$ cat src/rtl/uart_mem_arbiter_pkg.sv
// Shared constants and types for the UART / data-memory arbiter.
package uart_mem_arbiter_pkg;

    // Default data-memory address width and memory-map anchors.
    localparam int DATA_MEM_ADDR_SIZE = 12;
    localparam int UART0_ADDR         = 'hF00;
    localparam int RX_BASE_ADDR       = 'h800;
    localparam int FLAG_VALUE_DEF     = 'h0C;

    // Channel index width covers the full 1..8 channel range.
    localparam int CH_IDX_W = 3;

    typedef enum logic [1:0] {
        IDLE    = 2'd0,
        WR_DATA = 2'd1,
        WR_FLAG = 2'd2
    } arb_state_t;

endpackage

$ cat src/rtl/uart_mem_arbiter_if.sv
// CPU store port, UART channel signals and data-memory write port.
interface uart_mem_arbiter_if
    import uart_mem_arbiter_pkg::*;
#(
    parameter int NUM_CH = 2,
    parameter int ADDR_W = DATA_MEM_ADDR_SIZE,
    parameter int DATA_W = 8
) ();
    logic [ADDR_W-1:0]        cpu_address;
    logic                     cpu_mem_write;
    logic [DATA_W-1:0]        cpu_write_data;
    logic                     cpu_stall;
    logic [NUM_CH-1:0]        rx_ready;
    logic [NUM_CH*DATA_W-1:0] rx_data;
    logic [NUM_CH-1:0]        tx_busy;
    logic [NUM_CH-1:0]        tx_enable;
    logic [NUM_CH-1:0]        rx_clear;
    logic                     mem_write;
    logic [ADDR_W-1:0]        mem_address;
    logic [DATA_W-1:0]        mem_write_data;

    modport slave (
        input  cpu_address, cpu_mem_write, cpu_write_data, rx_ready, rx_data, tx_busy,
        output cpu_stall, tx_enable, rx_clear, mem_write, mem_address, mem_write_data
    );

    modport master (
        output cpu_address, cpu_mem_write, cpu_write_data, rx_ready, rx_data, tx_busy,
        input  cpu_stall, tx_enable, rx_clear, mem_write, mem_address, mem_write_data
    );
endinterface

$ cat src/rtl/uart_mem_arbiter_rr_picker.sv
// Round-robin picker: first requesting channel after the last granted one.
module rr_picker
    import uart_mem_arbiter_pkg::*;
#(
    parameter int NUM_CH = 2
) (
    input  logic [NUM_CH-1:0]   req,
    input  logic [CH_IDX_W-1:0] last,
    output logic                req_any,
    output logic [CH_IDX_W-1:0] grant_idx
);

    // Scan from farthest to nearest so the nearest requester after 'last' wins.
    always_comb begin
        req_any   = |req;
        grant_idx = '0;
        for (int i = NUM_CH; i >= 1; i--) begin
            if (req[(int'(last) + i) % NUM_CH]) begin
                grant_idx = CH_IDX_W'((int'(last) + i) % NUM_CH);
            end
        end
    end

endmodule

$ cat src/rtl/uart_mem_arbiter.sv
// Arbitrates CPU stores (TX starts or memory writes) against UART RX bytes
// that are deposited as a data/flag pair in data memory.
//
// state   | meaning
// IDLE    | accept a CPU store or grant one RX channel
// WR_DATA | RX byte on the memory port, flag queued next
// WR_FLAG | flag byte on the memory port, back to IDLE
module uart_mem_arbiter
    import uart_mem_arbiter_pkg::*;
#(
    parameter int                NUM_CH     = 2,
    parameter int                ADDR_W     = DATA_MEM_ADDR_SIZE,
    parameter int                DATA_W     = 8,
    parameter logic [ADDR_W-1:0] TX_BASE    = ADDR_W'(UART0_ADDR),
    parameter logic [ADDR_W-1:0] RX_BASE    = ADDR_W'(RX_BASE_ADDR),
    parameter logic [DATA_W-1:0] FLAG_VALUE = DATA_W'(FLAG_VALUE_DEF)
) (
    input  logic               clk,
    input  logic               reset,
    uart_mem_arbiter_if.slave  bus
);

    arb_state_t          state, state_nxt;
    logic                rx_turn;
    logic [CH_IDX_W-1:0] last_grant, cur_grant, pick_idx;
    logic                pick_any;
    logic [NUM_CH-1:0]   tx_sel;
    logic                tx_hit, tx_target_busy;
    logic                stall_cond, accept, grant;
    logic [ADDR_W-1:0]   tx_offset;
    logic [DATA_W-1:0]   pick_byte;

    rr_picker #(.NUM_CH(NUM_CH)) u_picker (
        .req       (bus.rx_ready),
        .last      (last_grant),
        .req_any   (pick_any),
        .grant_idx (pick_idx)
    );

    // Decode TX targets and select the granted channel's RX byte.
    always_comb begin
        tx_offset = bus.cpu_address - TX_BASE;
        tx_sel    = '0;
        pick_byte = '0;
        for (int c = 0; c < NUM_CH; c++) begin
            tx_sel[c] = (tx_offset == ADDR_W'(c));
            if (pick_idx == CH_IDX_W'(c)) begin
                pick_byte = bus.rx_data[c*DATA_W +: DATA_W];
            end
        end
        tx_hit         = |tx_sel;
        tx_target_busy = |(tx_sel & bus.tx_busy);
    end

    // Next-state, acceptance, grant and the single-cycle pulse outputs.
    always_comb begin
        state_nxt     = state;
        stall_cond    = (state != IDLE) | tx_target_busy | rx_turn;
        accept        = 1'b0;
        grant         = 1'b0;
        bus.cpu_stall = 1'b0;
        bus.tx_enable = '0;
        bus.rx_clear  = '0;
        if (!reset) begin
            bus.cpu_stall = bus.cpu_mem_write & stall_cond;
            accept        = bus.cpu_mem_write & ~stall_cond;
            if (accept && tx_hit) begin
                bus.tx_enable = tx_sel;
            end
            case (state)
                IDLE: begin
                    if (pick_any && !accept) begin
                        grant                  = 1'b1;
                        bus.rx_clear[pick_idx] = 1'b1;
                        state_nxt              = WR_DATA;
                    end
                end
                WR_DATA: state_nxt = WR_FLAG;
                WR_FLAG: state_nxt = IDLE;
                default: state_nxt = IDLE;
            endcase
        end
    end

    // State, fairness bookkeeping and the registered memory write port.
    always_ff @(posedge clk) begin
        if (reset) begin
            state              <= IDLE;
            rx_turn            <= 1'b0;
            last_grant         <= CH_IDX_W'(NUM_CH - 1);
            cur_grant          <= '0;
            bus.mem_write      <= 1'b0;
            bus.mem_address    <= '0;
            bus.mem_write_data <= '0;
        end else begin
            state         <= state_nxt;
            bus.mem_write <= 1'b0;
            if (accept && !tx_hit) begin
                bus.mem_write      <= 1'b1;
                bus.mem_address    <= bus.cpu_address;
                bus.mem_write_data <= bus.cpu_write_data;
            end
            if (grant) begin
                last_grant         <= pick_idx;
                cur_grant          <= pick_idx;
                rx_turn            <= 1'b0;
                bus.mem_write      <= 1'b1;
                bus.mem_address    <= RX_BASE + ADDR_W'({pick_idx, 1'b0});
                bus.mem_write_data <= pick_byte;
            end else if (accept && pick_any) begin
                rx_turn <= 1'b1;
            end
            if (state == WR_DATA) begin
                bus.mem_write      <= 1'b1;
                bus.mem_address    <= RX_BASE + ADDR_W'({cur_grant, 1'b1});
                bus.mem_write_data <= FLAG_VALUE;
            end
        end
    end

endmodule

$ cat src/flat_wrapper.sv
// flat-port wrapper written by rule: the top's interface ports become plain ports
module uart_mem_arbiter_flat import uart_mem_arbiter_pkg::*;
#(
    parameter int                NUM_CH     = 2,
    parameter int                ADDR_W     = DATA_MEM_ADDR_SIZE,
    parameter int                DATA_W     = 8,
    parameter logic [ADDR_W-1:0] TX_BASE    = ADDR_W'(UART0_ADDR),
    parameter logic [ADDR_W-1:0] RX_BASE    = ADDR_W'(RX_BASE_ADDR),
    parameter logic [DATA_W-1:0] FLAG_VALUE = DATA_W'(FLAG_VALUE_DEF)
)
  (clk, reset, bus_cpu_address, bus_cpu_mem_write, bus_cpu_write_data, bus_rx_ready, bus_rx_data, bus_tx_busy, bus_cpu_stall, bus_tx_enable, bus_rx_clear, bus_mem_write, bus_mem_address, bus_mem_write_data);
  uart_mem_arbiter_if #(.NUM_CH(NUM_CH), .ADDR_W(ADDR_W), .DATA_W(DATA_W)) bus_i ();
  input  logic clk;
  input  logic reset;
  input wire logic [$bits(bus_i.cpu_address)-1:0] bus_cpu_address;
  input wire logic [$bits(bus_i.cpu_mem_write)-1:0] bus_cpu_mem_write;
  input wire logic [$bits(bus_i.cpu_write_data)-1:0] bus_cpu_write_data;
  input wire logic [$bits(bus_i.rx_ready)-1:0] bus_rx_ready;
  input wire logic [$bits(bus_i.rx_data)-1:0] bus_rx_data;
  input wire logic [$bits(bus_i.tx_busy)-1:0] bus_tx_busy;
  output wire logic [$bits(bus_i.cpu_stall)-1:0] bus_cpu_stall;
  output wire logic [$bits(bus_i.tx_enable)-1:0] bus_tx_enable;
  output wire logic [$bits(bus_i.rx_clear)-1:0] bus_rx_clear;
  output wire logic [$bits(bus_i.mem_write)-1:0] bus_mem_write;
  output wire logic [$bits(bus_i.mem_address)-1:0] bus_mem_address;
  output wire logic [$bits(bus_i.mem_write_data)-1:0] bus_mem_write_data;
  assign bus_i.cpu_address = bus_cpu_address;
  assign bus_i.cpu_mem_write = bus_cpu_mem_write;
  assign bus_i.cpu_write_data = bus_cpu_write_data;
  assign bus_i.rx_ready = bus_rx_ready;
  assign bus_i.rx_data = bus_rx_data;
  assign bus_i.tx_busy = bus_tx_busy;
  assign bus_cpu_stall = bus_i.cpu_stall;
  assign bus_tx_enable = bus_i.tx_enable;
  assign bus_rx_clear = bus_i.rx_clear;
  assign bus_mem_write = bus_i.mem_write;
  assign bus_mem_address = bus_i.mem_address;
  assign bus_mem_write_data = bus_i.mem_write_data;
  uart_mem_arbiter #(.NUM_CH(NUM_CH), .ADDR_W(ADDR_W), .DATA_W(DATA_W), .TX_BASE(TX_BASE), .RX_BASE(RX_BASE), .FLAG_VALUE(FLAG_VALUE)) u_core (.clk(clk), .reset(reset), .bus(bus_i));
endmodule
$ cat config.mk
export PLATFORM = sky130hd
export DESIGN_NAME = uart_mem_arbiter_flat
export DESIGN_NICKNAME = d
export VERILOG_FILES = /design/src/rtl/uart_mem_arbiter_pkg.sv /design/src/rtl/uart_mem_arbiter_if.sv /design/src/rtl/uart_mem_arbiter_rr_picker.sv /design/src/rtl/uart_mem_arbiter.sv /design/src/flat_wrapper.sv
export SDC_FILE = /design/constraint.sdc
export NUM_CORES = 1
export LEC_CHECK = 0
export BUFFER_PORTS_ARGS = -buffer_cell sky130_fd_sc_hd__clkbuf_2
export CAP_MARGIN = 10
export CORE_ASPECT_RATIO = 1.2
export CORE_UTILIZATION = 28
export DETAILED_ROUTE_END_ITERATION = 7
export SLEW_MARGIN = 20
export SYNTH_ARGS = -nofsm -noshare
export SYNTH_HDL_FRONTEND = slang
export SYNTH_SLANG_ARGS = --single-unit
$ cat constraint.sdc
create_clock -name clk -period 4.1 [get_ports clk]
set_input_delay 0.41 -clock clk [delete_from_list [all_inputs] [get_ports clk]]
set_output_delay 0.41 -clock clk [all_outputs]
set_load 0.05 [all_outputs]
==> results of run 1 <==
cells in the mapped netlist (all sizes together):
library cell / n / share of area, %
nor2b: 1 / 0.47
a211oi: 13 / 8.1
or3: 2 / 1.3
buf: 6 / 3.8
o32ai: 1 / 0.66
o21bai: 1 / 0.56
and3: 1 / 0.47
nand4b: 1 / 0.66
a211o: 2 / 1.3
mux2i: 9 / 6.8
clkbuf: 1 / 0.28
o311a: 1 / 0.85
a32oi: 1 / 0.66
o21ba: 2 / 1.5
a21oi: 3 / 1.1
or4: 1 / 0.85
or4b: 2 / 1.8
nand2b: 3 / 2.0
and2b: 1 / 0.56
and2: 1 / 0.47
nor2: 14 / 4.1
a21boi: 7 / 3.9
nor4: 3 / 2.5
a22o: 4 / 2.6
a31oi: 1 / 0.47
nand4: 1 / 0.47
dfxtp: 26 / 39
nor3: 11 / 5.4
nand2: 14 / 3.9
o21ai: 5 / 1.9
inv: 5 / 1.4
layout make-up:
class | count | share of cell area [%]
Timing Repair Buffer | 69 | 20.0
Inverter | 5 | 1.08
Clock buffer | 3 | 2.37
Multi-Input combinational cell | 106 | 42.4
Tap cell | 58 | 4.17
Sequential cell | 26 | 29.9
routing by layer:
metal,GRT usage (%),wire length (um),vias to the layer above
li1,-,-,668
met1,17.8,1570,604
met2,23.9,1650,43
met3,2.21,155,7
met4,6.22,74,0
met5,0,0,-
power by group:
| part | switching (mW) | internal, mW | total [mW] |
|---|---|---|---|
| registers | 0.0132 | 0.276 | 0.290 |
| clock network | 0.0770 | 0.0658 | 0.143 |
| logic | 0.143 | 0.0673 | 0.211 |
| total | 0.234 | 0.410 | 0.643 |
layout by cell type, fill, tap and decap left out, drive strengths merged, types with 2 or more instances in the layout:
cell	n
dfxtp	26
nor3	11
a211oi	13
or3	2
inv	5
nand2	14
nor4	3
nand2b	3
a211o	2
o21ai	5
clkbuf	71
a21boi	7
a21oi	3
a22o	4
nor2	14
or4b	2
o21ba	2
mux2i	9
worst max-delay path: cells and delay by family:
kind / cells / cell delay, ns
buffers and inverters: 2 / 0.38
AND/OR/NAND/NOR: 3 / 1.04
AO/OA/AOI/OAI: 1 / 0.49
flip-flops by register name, indices dropped and copies added, names as in the netlist:
signal and flops:
u_core.bus.mem_address 12, u_core.cur_grant 1, u_core.rx_turn 1, u_core.last_grant 1
u_core.bus.mem_write 1, u_core.state 2, u_core.bus.mem_write_data 8
cell families after synthesis:
group,synth area share [%]
AND/OR/NAND/NOR,25.0
AO/OA/AOI/OAI,23.7
multiplexers,6.76
buffers and inverters,5.54
flip-flops,39.1
through the flow:
step | hold slack [ns] | total power [mW] | util [%] | area (um2) | cells
global placement | 0.437 | 0.508 | 37.0 | 1700 | 264
detailed placement | 0.443 | 0.508 | 37.0 | 1700 | 264
global route | 0.347 | 0.678 | 37.9 | 1740 | 267
finish | 0.357 | 0.643 | 37.9 | 1740 | 267
floorplan | 0.446 | 0.449 | - | 1330 | 144
CTS | 0.353 | 0.650 | 37.9 | 1740 | 267
how the worst min path moves through the flow:
stage	slack, ns	from	cells past startpoint	to
after floorplan	0.45	u_core.cur_grant[0]	2	u_core.cur_grant[0]
after global placement	0.44	u_core.bus.mem_write_data[2]	2	u_core.bus.mem_write_data[2]
after detailed placement	0.44	u_core.bus.mem_write_data[2]	2	u_core.bus.mem_write_data[2]
after CTS	0.35	bus_cpu_address[3]	3	u_core.bus.mem_address[3]
after global routing	0.35	bus_cpu_address[3]	3	u_core.bus.mem_address[3]
final	0.36	bus_cpu_address[3]	3	u_core.bus.mem_address[3]
==> summary.txt, run 1 <==
STA
  • TNS Setup: 0 ns
  • Final setup fails: 0
  • Slew Limit Fails: 0
  • Fin crit share: between 60% and 70%
  • Setup ws final: 1.35 ns
  • RSZ-0062 raised after global routing: false
  • Relative slew slack: 40.2%
  • Setup Skew: 0.00934 ns
  • Final hold viol count: 0
  • Minimum clock period: 2.75 ns
  • Worst Max-Slew Pin Slew: 0.894 ns
  • Max Clock Freq: 364 MHz

Worst setup path
  • WS Path Type: primary input to output pin
  • Flop-to-flop setup slack: 1.73 ns
  • Worst Setup End Kind: output pin
  • Setup crit start: bus_cpu_address[4]
  • Startpoint Class: primary input
  • R2R Path Start: u_core.state[1]
  • CP max FO: 22
  • Required time worst endpoint: 3.69 ns
  • Critical Path Most Common Cell: clkbuf_2
  • Slowest cell on crit path: or4_4
  • Worst path cell trace: clkbuf_2, or4_4, nor4_4, o311a_2, and2b_1, clkbuf_2
  • Worst flop-to-flop path endpoint: u_core.bus.mem_address[11]
  • R2R depth: 5
  • Worst setup endpoint: bus_rx_clear[0]
  • Worst path max stage delay: 0.57 ns
  • Worst path arrival time: 2.34 ns

Routing
  • Total Wirelength: 3.45 mm
  • Residual DRC count: 2
  • DR WL/cell: 12.9 um
  • Vias after detailed routing: 1322
  • Drt first pass iters: 6
  • Vias per cell: between 4 and 5
  • Initial drt markers: 73
  • Number of routed nets with antenna violations: 0

Synth
  • Synthesized area per cell: ~9.3 um2
  • Sequential element share of the synthesized area: 39.1%
  • Synth cell types: 42
  • Mapped Cells: 144
  • Post-synthesis instance area: 1330 um2
  • Synthesis warning total: 0
  • Synthesis-stage register bit count: 26
  • Post-synth net total: ~190

Placement
  • Post-Place Worst Slack: 1.35 ns
  • GPL Wtd Cong: 0.775
  • Buffers on Ports: 68
  • Final HPWL DP: 2.79 mm

Finish
  • Fin nets: around 250
  • Footprint of the multi-input gates: approximately 740 um2
  • Share of cells above drive strength 1: 40.7%
  • Area grow syn2layout: 30.5%
  • Fill cells: 506
  • N_diodes: 0
  • Register area: 520 um2

Clock network
  • Postcts setup bufs: 0
  • Worst-path clk slew: around 0.08 ns
  • CTS tree: done
  • Sink Count: 26
  • Worst-Skew Late Latency: around 0.27 ns
  • Root Driver: clkbuf_8
  • Cts bufs inserted: 3
  • Clock buffer depth: 2
  • Post_cts resized: 0
  • Hold_buf cts: 0
  • H-tree depth: 1

Outcome
  • Violated checks: DRC
  • Outcome: finished with violations

Pwr
  • VDD IR-drop max: 0.168 mV
  • Leak Pwr: 0.807 nW
  • Pwr Density: between 300 and 400 nW/um2

Die
  • Core ar.: approximately 4600 um2
  • # IOs: 69
  • Rows: 27
  • Die X: 65.0 um
  • Die area: 5040 um2
  • Initial Util: 29.0%
  • Die Y: 77.6 um

Global route
  • Largest net degree at the start of global routing: 23
  • Gr usage total: 14.3%
  • GRT overflow: 0
  • First-pass GRT wire length: 5.55 mm
  • Vias in the first global route: 1243
  • Antenna violations before repair: 0

Job
  • Maxcap violations: 0

Worst hold path
  • Worst hold path class: primary input to flip-flop
No activity file was read; power rests on OpenSTA's default activity.
==> run 2: changes to the inputs <==
==> constraint.sdc (replaced) <==
create_clock -name clk -period 2.7 [get_ports clk]
set_input_delay 0.27 -clock clk [delete_from_list [all_inputs] [get_ports clk]]
set_output_delay 0.27 -clock clk [all_outputs]
set_load 0.05 [all_outputs]
==> summary.txt, run 2 (synthesis results as in run 1) <==
STA
  • Max Clock Freq: 439 MHz
  • Worst Max-Slew Pin Slew: 0.550 ns (-0.344 ns)
  • Final hold viol count: 0 (unchanged)
  • Slew Limit Fails: 0 (unchanged)
  • TNS Setup: 0 ns (unchanged)
  • Relative slew slack: 63.3% (+23 points)
  • RSZ-0062 raised after global routing: false
  • Final setup fails: 0 (unchanged)
  • Minimum clock period: 2.28 ns
  • Setup Skew: 0.00155 ns (-0.00780 ns)
  • Fin crit share: between 80% and 90%

Clock network
  • Postcts setup bufs: 0 (unchanged)
  • Root Driver: clkbuf_8
  • Clock buffer depth: 2 (unchanged)
  • Cts bufs inserted: 3 (unchanged)
  • Worst-Skew Late Latency: 0.27 ns (about the same)
  • Post_cts resized: 0 (unchanged)
  • Sink Count: 26 (unchanged)
  • CTS tree: done
  • Worst-path clk slew: 0.09 ns (about the same)
  • H-tree depth: 1 (unchanged)
  • Hold_buf cts: 0 (unchanged)

Die
  • Die area: 5040 um2 (unchanged)
  • Die X: 65.0 um (unchanged)
  • Rows: 27 (unchanged)
  • Die Y: 77.6 um (unchanged)
  • # IOs: 69 (unchanged)
  • Initial Util: 29.0% (unchanged)
  • Core ar.: 4590 um2 (unchanged)

Global route
  • Gr usage total: 14.0% (-0.31 points)
  • Antenna violations before repair: 0 (unchanged)
  • GRT overflow: 0 (unchanged)
  • First-pass GRT wire length: 5.46 mm (-1.6%)
  • Largest net degree at the start of global routing: 20 (-13%)
  • Vias in the first global route: 1247 (+0.32%)

Routing
  • Residual DRC count: 2 (unchanged)
  • Number of routed nets with antenna violations: 0 (unchanged)
  • Initial drt markers: 47 (-36%)
  • Drt first pass iters: 6 (unchanged)
  • Vias after detailed routing: 1310 (-0.91%)
  • Total Wirelength: 3.47 mm (+0.35%)
  • Vias per cell: 4.85 (-2.0%)
  • DR WL/cell: 12.8 um (-0.77%)

Finish
  • N_diodes: 0 (unchanged)
  • Design Area, Final: 1770 um2 (+1.7%)
  • Max reg flops: 12 (unchanged)
  • Most frequent cells in the layout: clkbuf_2 (68), dfxtp_1 (26), nand2_1 (14)
  • Most flops, register: u_core.bus.mem_address
  • Share of cells above drive strength 1: 41.5% (+0.84 points)
  • Commonest non-fill, non-tap cell in the layout: clkbuf_2
  • Area grow syn2layout: 32.7%
  • Fin nets: 256 (+0.79%)
  • Largest registers: u_core.bus.mem_address x12, u_core.bus.mem_write_data x8, u_core.state x2

Outcome
  • Outcome: finished with violations
  • Violated checks: DRC

Pwr
  • Leak Pwr: 0.825 nW (+2.2%)
  • Tot Pwr: 1.02 mW (+58%)
  • VDD IR-drop max: 0.170 mV (+1.5%)
  • Pwr Density: 574 nW/um2 (+55%)

Job
  • Maxcap violations: 0 (unchanged)

Placement
  • GPL Wtd Cong: 0.837 (+7.9%)
  • Dpl cell area: 1710 um2 (+0.88%)
  • Buffers on Ports: 68 (unchanged)
  • Final HPWL DP: 2.81 mm (+0.64%)

Worst setup path
  • Startpoint Class: flip-flop
  • WS Path Type: flip-flop to output pin
  • Worst Setup End Kind: output pin
  • CP max FO: 5 (-77%)
  • Worst path arrival time: 2.01 ns (-0.33 ns)
  • Required time worst endpoint: 2.43 ns (-1.26 ns)

Worst hold path
  • Worst hold path class: primary input to flip-flop
## run 2: critical path: stages, from the launching register on
cell and delay (ns):
dfxtp_1 0.35, or4b_4 0.59, nand2b_4 0.19, nor2_1 0.16
nand2_1 0.07, nor2_1 0.10, clkbuf_2 0.28
## run 2: where the power goes
group / leakage, nW / switching [mW] / internal (mW) / total, mW
Combinational: 0.582 / 0.217 / 0.105 / 0.322
Clock: 0.0288 / 0.123 / 0.130 / 0.253
Sequential: 0.214 / 0.0204 / 0.420 / 0.440
Total: 0.825 / 0.360 / 0.655 / 1.02
## run 2: path summary, 6_finish.rpt
check / start / endpoint / slack [ns] / cells after the start
worst max-delay path: u_core.state[1] / bus_tx_enable[0] / 0.42 / 6
worst min-delay path: bus_cpu_address[2] / u_core.bus.mem_address[2] / 0.22 / 3
worst min register to register: u_core.bus.mem_write_data[3] / u_core.bus.mem_write_data[3] / 0.45 / 2
worst max register to register: u_core.state[1] / u_core.bus.mem_write_data[5] / 0.69 / 5
## run 2: stage by stage
stage,utilization (%),hold slack (ns),setup WS (ns),cells
floorplan,-,0.379,0.249,144
global placement,37.3,0.439,0.568,266
detailed placement,37.3,0.444,0.547,266
CTS,38.5,0.220,0.414,270
global route,38.5,0.232,0.318,270
finish,38.5,0.220,0.420,270
## run 2: routing by layer
layer	share of wire [%]	global-route usage (%)	vias to the layer above
li1	-	-	670
met5	0	0	-
met3	5.0	2.35	2
met2	51	25.8	42
met4	0.81	4.00	0
met1	43	15.9	596
## run 2: layout make-up
class                           count  area [um2]
Fill cell                         511        2830
Multi-Input combinational cell    106         738
Sequential cell                    26         520
Timing Repair Buffer               71         363
Tap cell                           58        72.6
Clock buffer                        4        55.1
Inverter                            5        18.8
==> run 3: changes to the inputs <==
--- a/config.mk
+++ b/config.mk
@@ -5,6 +5,7 @@
 export SDC_FILE = /design/constraint.sdc
 export NUM_CORES = 1
 export LEC_CHECK = 0
+export ABC_AREA = 1
 export BUFFER_PORTS_ARGS = -buffer_cell sky130_fd_sc_hd__clkbuf_2
 export CAP_MARGIN = 10
 export CORE_ASPECT_RATIO = 1.2
==> constraint.sdc (replaced) <==
create_clock -name clk -period 1.9 [get_ports clk]
set_input_delay 0.19 -clock clk [delete_from_list [all_inputs] [get_ports clk]]
set_output_delay 0.19 -clock clk [all_outputs]
set_load 0.05 [all_outputs]
==> summary.txt, run 3 <==
Placement
  • Final HPWL DP: 2.89 mm (+3.0%)
  • Buffers on Ports: 68 (unchanged)
  • Post-Place Worst Slack: 0.0950 ns (-0.452 ns)
  • Dpl cell area: 1790 um2 (+4.7%)
  • GPL Wtd Cong: 0.874 (+4.5%)

Global route
  • M2 GR Usage: 22.3% (-3.5 points)
  • Largest net degree at the start of global routing: 16 (-20%)
  • Gr usage total: 14.0% (about the same)
  • Global route hottest layer: met2
  • Met3 usage: 4.02% (+1.7 points)
  • Vias in the first global route: 1280 (+2.6%)
  • GR Util met1: 18.4% (+2.4 points)
  • Antenna violations before repair: 0 (unchanged)
  • GRT overflow: 0 (unchanged)
  • First-pass GRT wire length: 5.62 mm (+2.8%)

Pwr
  • Pwr Density: 855 nW/um2 (+49%)
  • VDD IR-drop max: 0.310 mV (+82%)
  • Leak Pwr: 0.973 nW (+18%)

STA
  • Relative slew slack: 72.8% (+9.5 points)
  • Slew Limit Fails: 0 (unchanged)
  • Setup ws final: 0.0954 ns (-0.325 ns)
  • Worst Max-Slew Pin Slew: 0.406 ns (-0.144 ns)
  • Final hold viol count: 0 (unchanged)
  • Final setup fails: 0 (unchanged)
  • Fin crit share: between 90% and 100%
  • Setup Skew: 0.00204 ns (+0.000497 ns)
  • Hold WS: 0.159 ns (-0.0614 ns)
  • Minimum clock period: 1.80 ns
  • TNS Setup: 0 ns (unchanged)
  • Max Clock Freq: around 550 MHz
  • RSZ-0062 raised after global routing: true

Worst setup path
  • Worst Setup End Kind: output pin
  • Worst path max stage delay: 0.32 ns (-0.27 ns)
  • CP max FO: 7 (+2)
  • Startpoint Class: flip-flop
  • Worst path cell trace: or2_4, nor2_4, nand4_4, nor2_2, inv_2, nor2_2, buf_6
  • Buf+Inv Stages, Crit Path: 2 (+1)
  • Required time worst endpoint: 1.71 ns (-0.72 ns)
  • Slowest cell on crit path: dfxtp_1
  • Worst path arrival time: 1.61 ns (-0.40 ns)
  • WS Path Type: flip-flop to output pin
  • CP top delay family: simple AND/OR/NAND/NOR gates
  • Critical Path Most Common Cell: nor2_2

Finish
  • Largest registers: u_core.bus.mem_address x12, u_core.bus.mem_write_data x8, u_core.state x2
  • Most frequent cells in the layout: nand2_1 (67), clkbuf_2 (65), nor2_1 (30)
  • Design Area, Final: 1900 um2 (+7.5%)
  • Fill cells: 514 (+0.59%)
  • Area grow syn2layout: 38.3%
  • Commonest non-fill, non-tap cell in the layout: nand2_1
  • Util after Layout: 40.8% (+2.3 points)
  • Fin nets: 316 (+23%)
  • N_diodes: 0 (unchanged)
  • Share of cells above drive strength 1: 37.9% (-3.6 points)
  • Max reg flops: 12 (unchanged)
  • Most flops, register: u_core.bus.mem_address

Synth
  • Mapped Cells: 199 (+38%)
  • FFs w/ async S/R, synth: 0% (unchanged)
  • Commonest cells post-synth: nand2_1 (68), nor2_1 (35), dfxtp_1 (26), inv_1 (14), a21oi_1 (12)
  • Most frequent cell after synthesis: nand2_1
  • Synth area leaders: dfxtp_1 (38%), nand2_1 (19%), nor2_1 (9.6%)
  • Synth cell types: 23 (-45%)
  • Synthesized area per cell: 6.90 um2 (-25%)
  • Synthesis warning total: 0 (unchanged)
  • Post-synth top flop: dfxtp_1
  • Sequential element share of the synthesized area: 37.9% (-1.2 points)
  • Post-synthesis instance area: 1370 um2 (+3.1%)
  • Synth area leader: dfxtp_1
  • Synthesis-stage register bit count: 26 (unchanged)
  • EDFF count, synth: 0 (unchanged)
  • Post-synth top area share: 37.9% (-1.2 points)
  • Post-synth net total: 242 (+29%)

Routing
  • Number of routed nets with antenna violations: 0 (unchanged)
  • Drt first pass iters: 4 (-2)
  • Vias per cell: 4.47 (-7.9%)
  • DR WL/cell: 11.1 um (-14%)
  • Vias after detailed routing: 1474 (+13%)
  • Total Wirelength: 3.65 mm (+5.3%)
  • Initial drt markers: 86 (+83%)
  • Residual DRC count: 0 (-2)

Clock network
  • Worst-Skew Late Latency: 0.27 ns (about the same)
  • CTS tree: done
  • Hold_buf cts: 0 (unchanged)
  • Worst-path clk slew: 0.09 ns (about the same)
  • Sink Count: 26 (unchanged)
  • Cts bufs inserted: 3 (unchanged)
  • Root Driver: clkbuf_8
  • Postcts setup bufs: 0 (unchanged)
  • Clock buffer depth: 2 (unchanged)
  • H-tree depth: 1 (unchanged)

Worst hold path
  • Worst hold path class: primary input to flip-flop

Die
  • Core ar.: 4660 um2 (+1.5%)
  • Die Y: 78.7 um (+1.5%)
  • Rows: 27 (unchanged)
  • Die area: 5190 um2 (+3.0%)
  • # IOs: 69 (unchanged)
  • Die X: 65.9 um (+1.5%)
  • Initial Util: 29.5% (+0.47 points)

Outcome
  • Outcome: finished, final reports clean

Job
  • Maxcap violations: 0 (unchanged)
[run 3: where the power goes]
group          internal (mW)  switching (mW)  leakage (nW)
combinational          0.167           0.381         0.724
sequential             0.596          0.0243         0.213
clock                  0.282           0.175        0.0357
total                   1.05           0.580         0.973
[run 3: worst paths after layout]
kind	start	endpoint	slack, ns	depth (start not counted)
max	u_core.state[1]	bus_tx_enable[1]	0.1	7
min	bus_cpu_address[5]	u_core.bus.mem_address[5]	0.16	3
max reg2reg	u_core.state[1]	u_core.bus.mem_write_data[1]	0.18	9
min reg2reg	u_core.bus.mem_address[8]	u_core.bus.mem_address[8]	0.46	2
[run 3: cell type report]
type                       instances  area, um2  area share (%)
clock buffer                       3       41.3            2.17
sequential                        26        520            27.4
clock inverter                     1       30.0            1.58
timing repair buffer              72        385            20.3
multi-input combinational        150        773            40.7
inverter                          20       77.6            4.08
tap                               58       72.6            3.82
[run 3: per-layer routing]
layer	vias up	share of wire, %
met5	-	0
met4	0	0.69
met3	4	8.9
met2	63	43
met1	631	48
li1	776	-
[run 3: tightest hold or removal path: cells and delay by family]
family                 cells  cell delay [ns]
buffers and inverters      1             0.09
and+or+nand+nor            1             0.06
AOI/OAI and AO/OA          1             0.05
[run 3: stage by stage]
step | power [mW] | cells
2_1_floorplan | 1.03 | 199
4_1_cts | 1.64 | 330
6_report | 1.63 | 330
3_3_place_gp | 1.18 | 326
3_5_place_dp | 1.17 | 326
5_1_grt | 1.72 | 330
[run 3: kinds of logic after synthesis]
group	after synthesis	synth area share [%]
compound gates	22	8.65
mux	7	5.74
simple gates	121	40.2
flops	26	37.9
buf+inv	23	7.56
[run 3: repair_timing]
item                       4_1_cts  5_1_grt
setup endpoints to repair        4        4
gates cloned                     0        0
resized for setup                5       10
pin swaps                        0        2
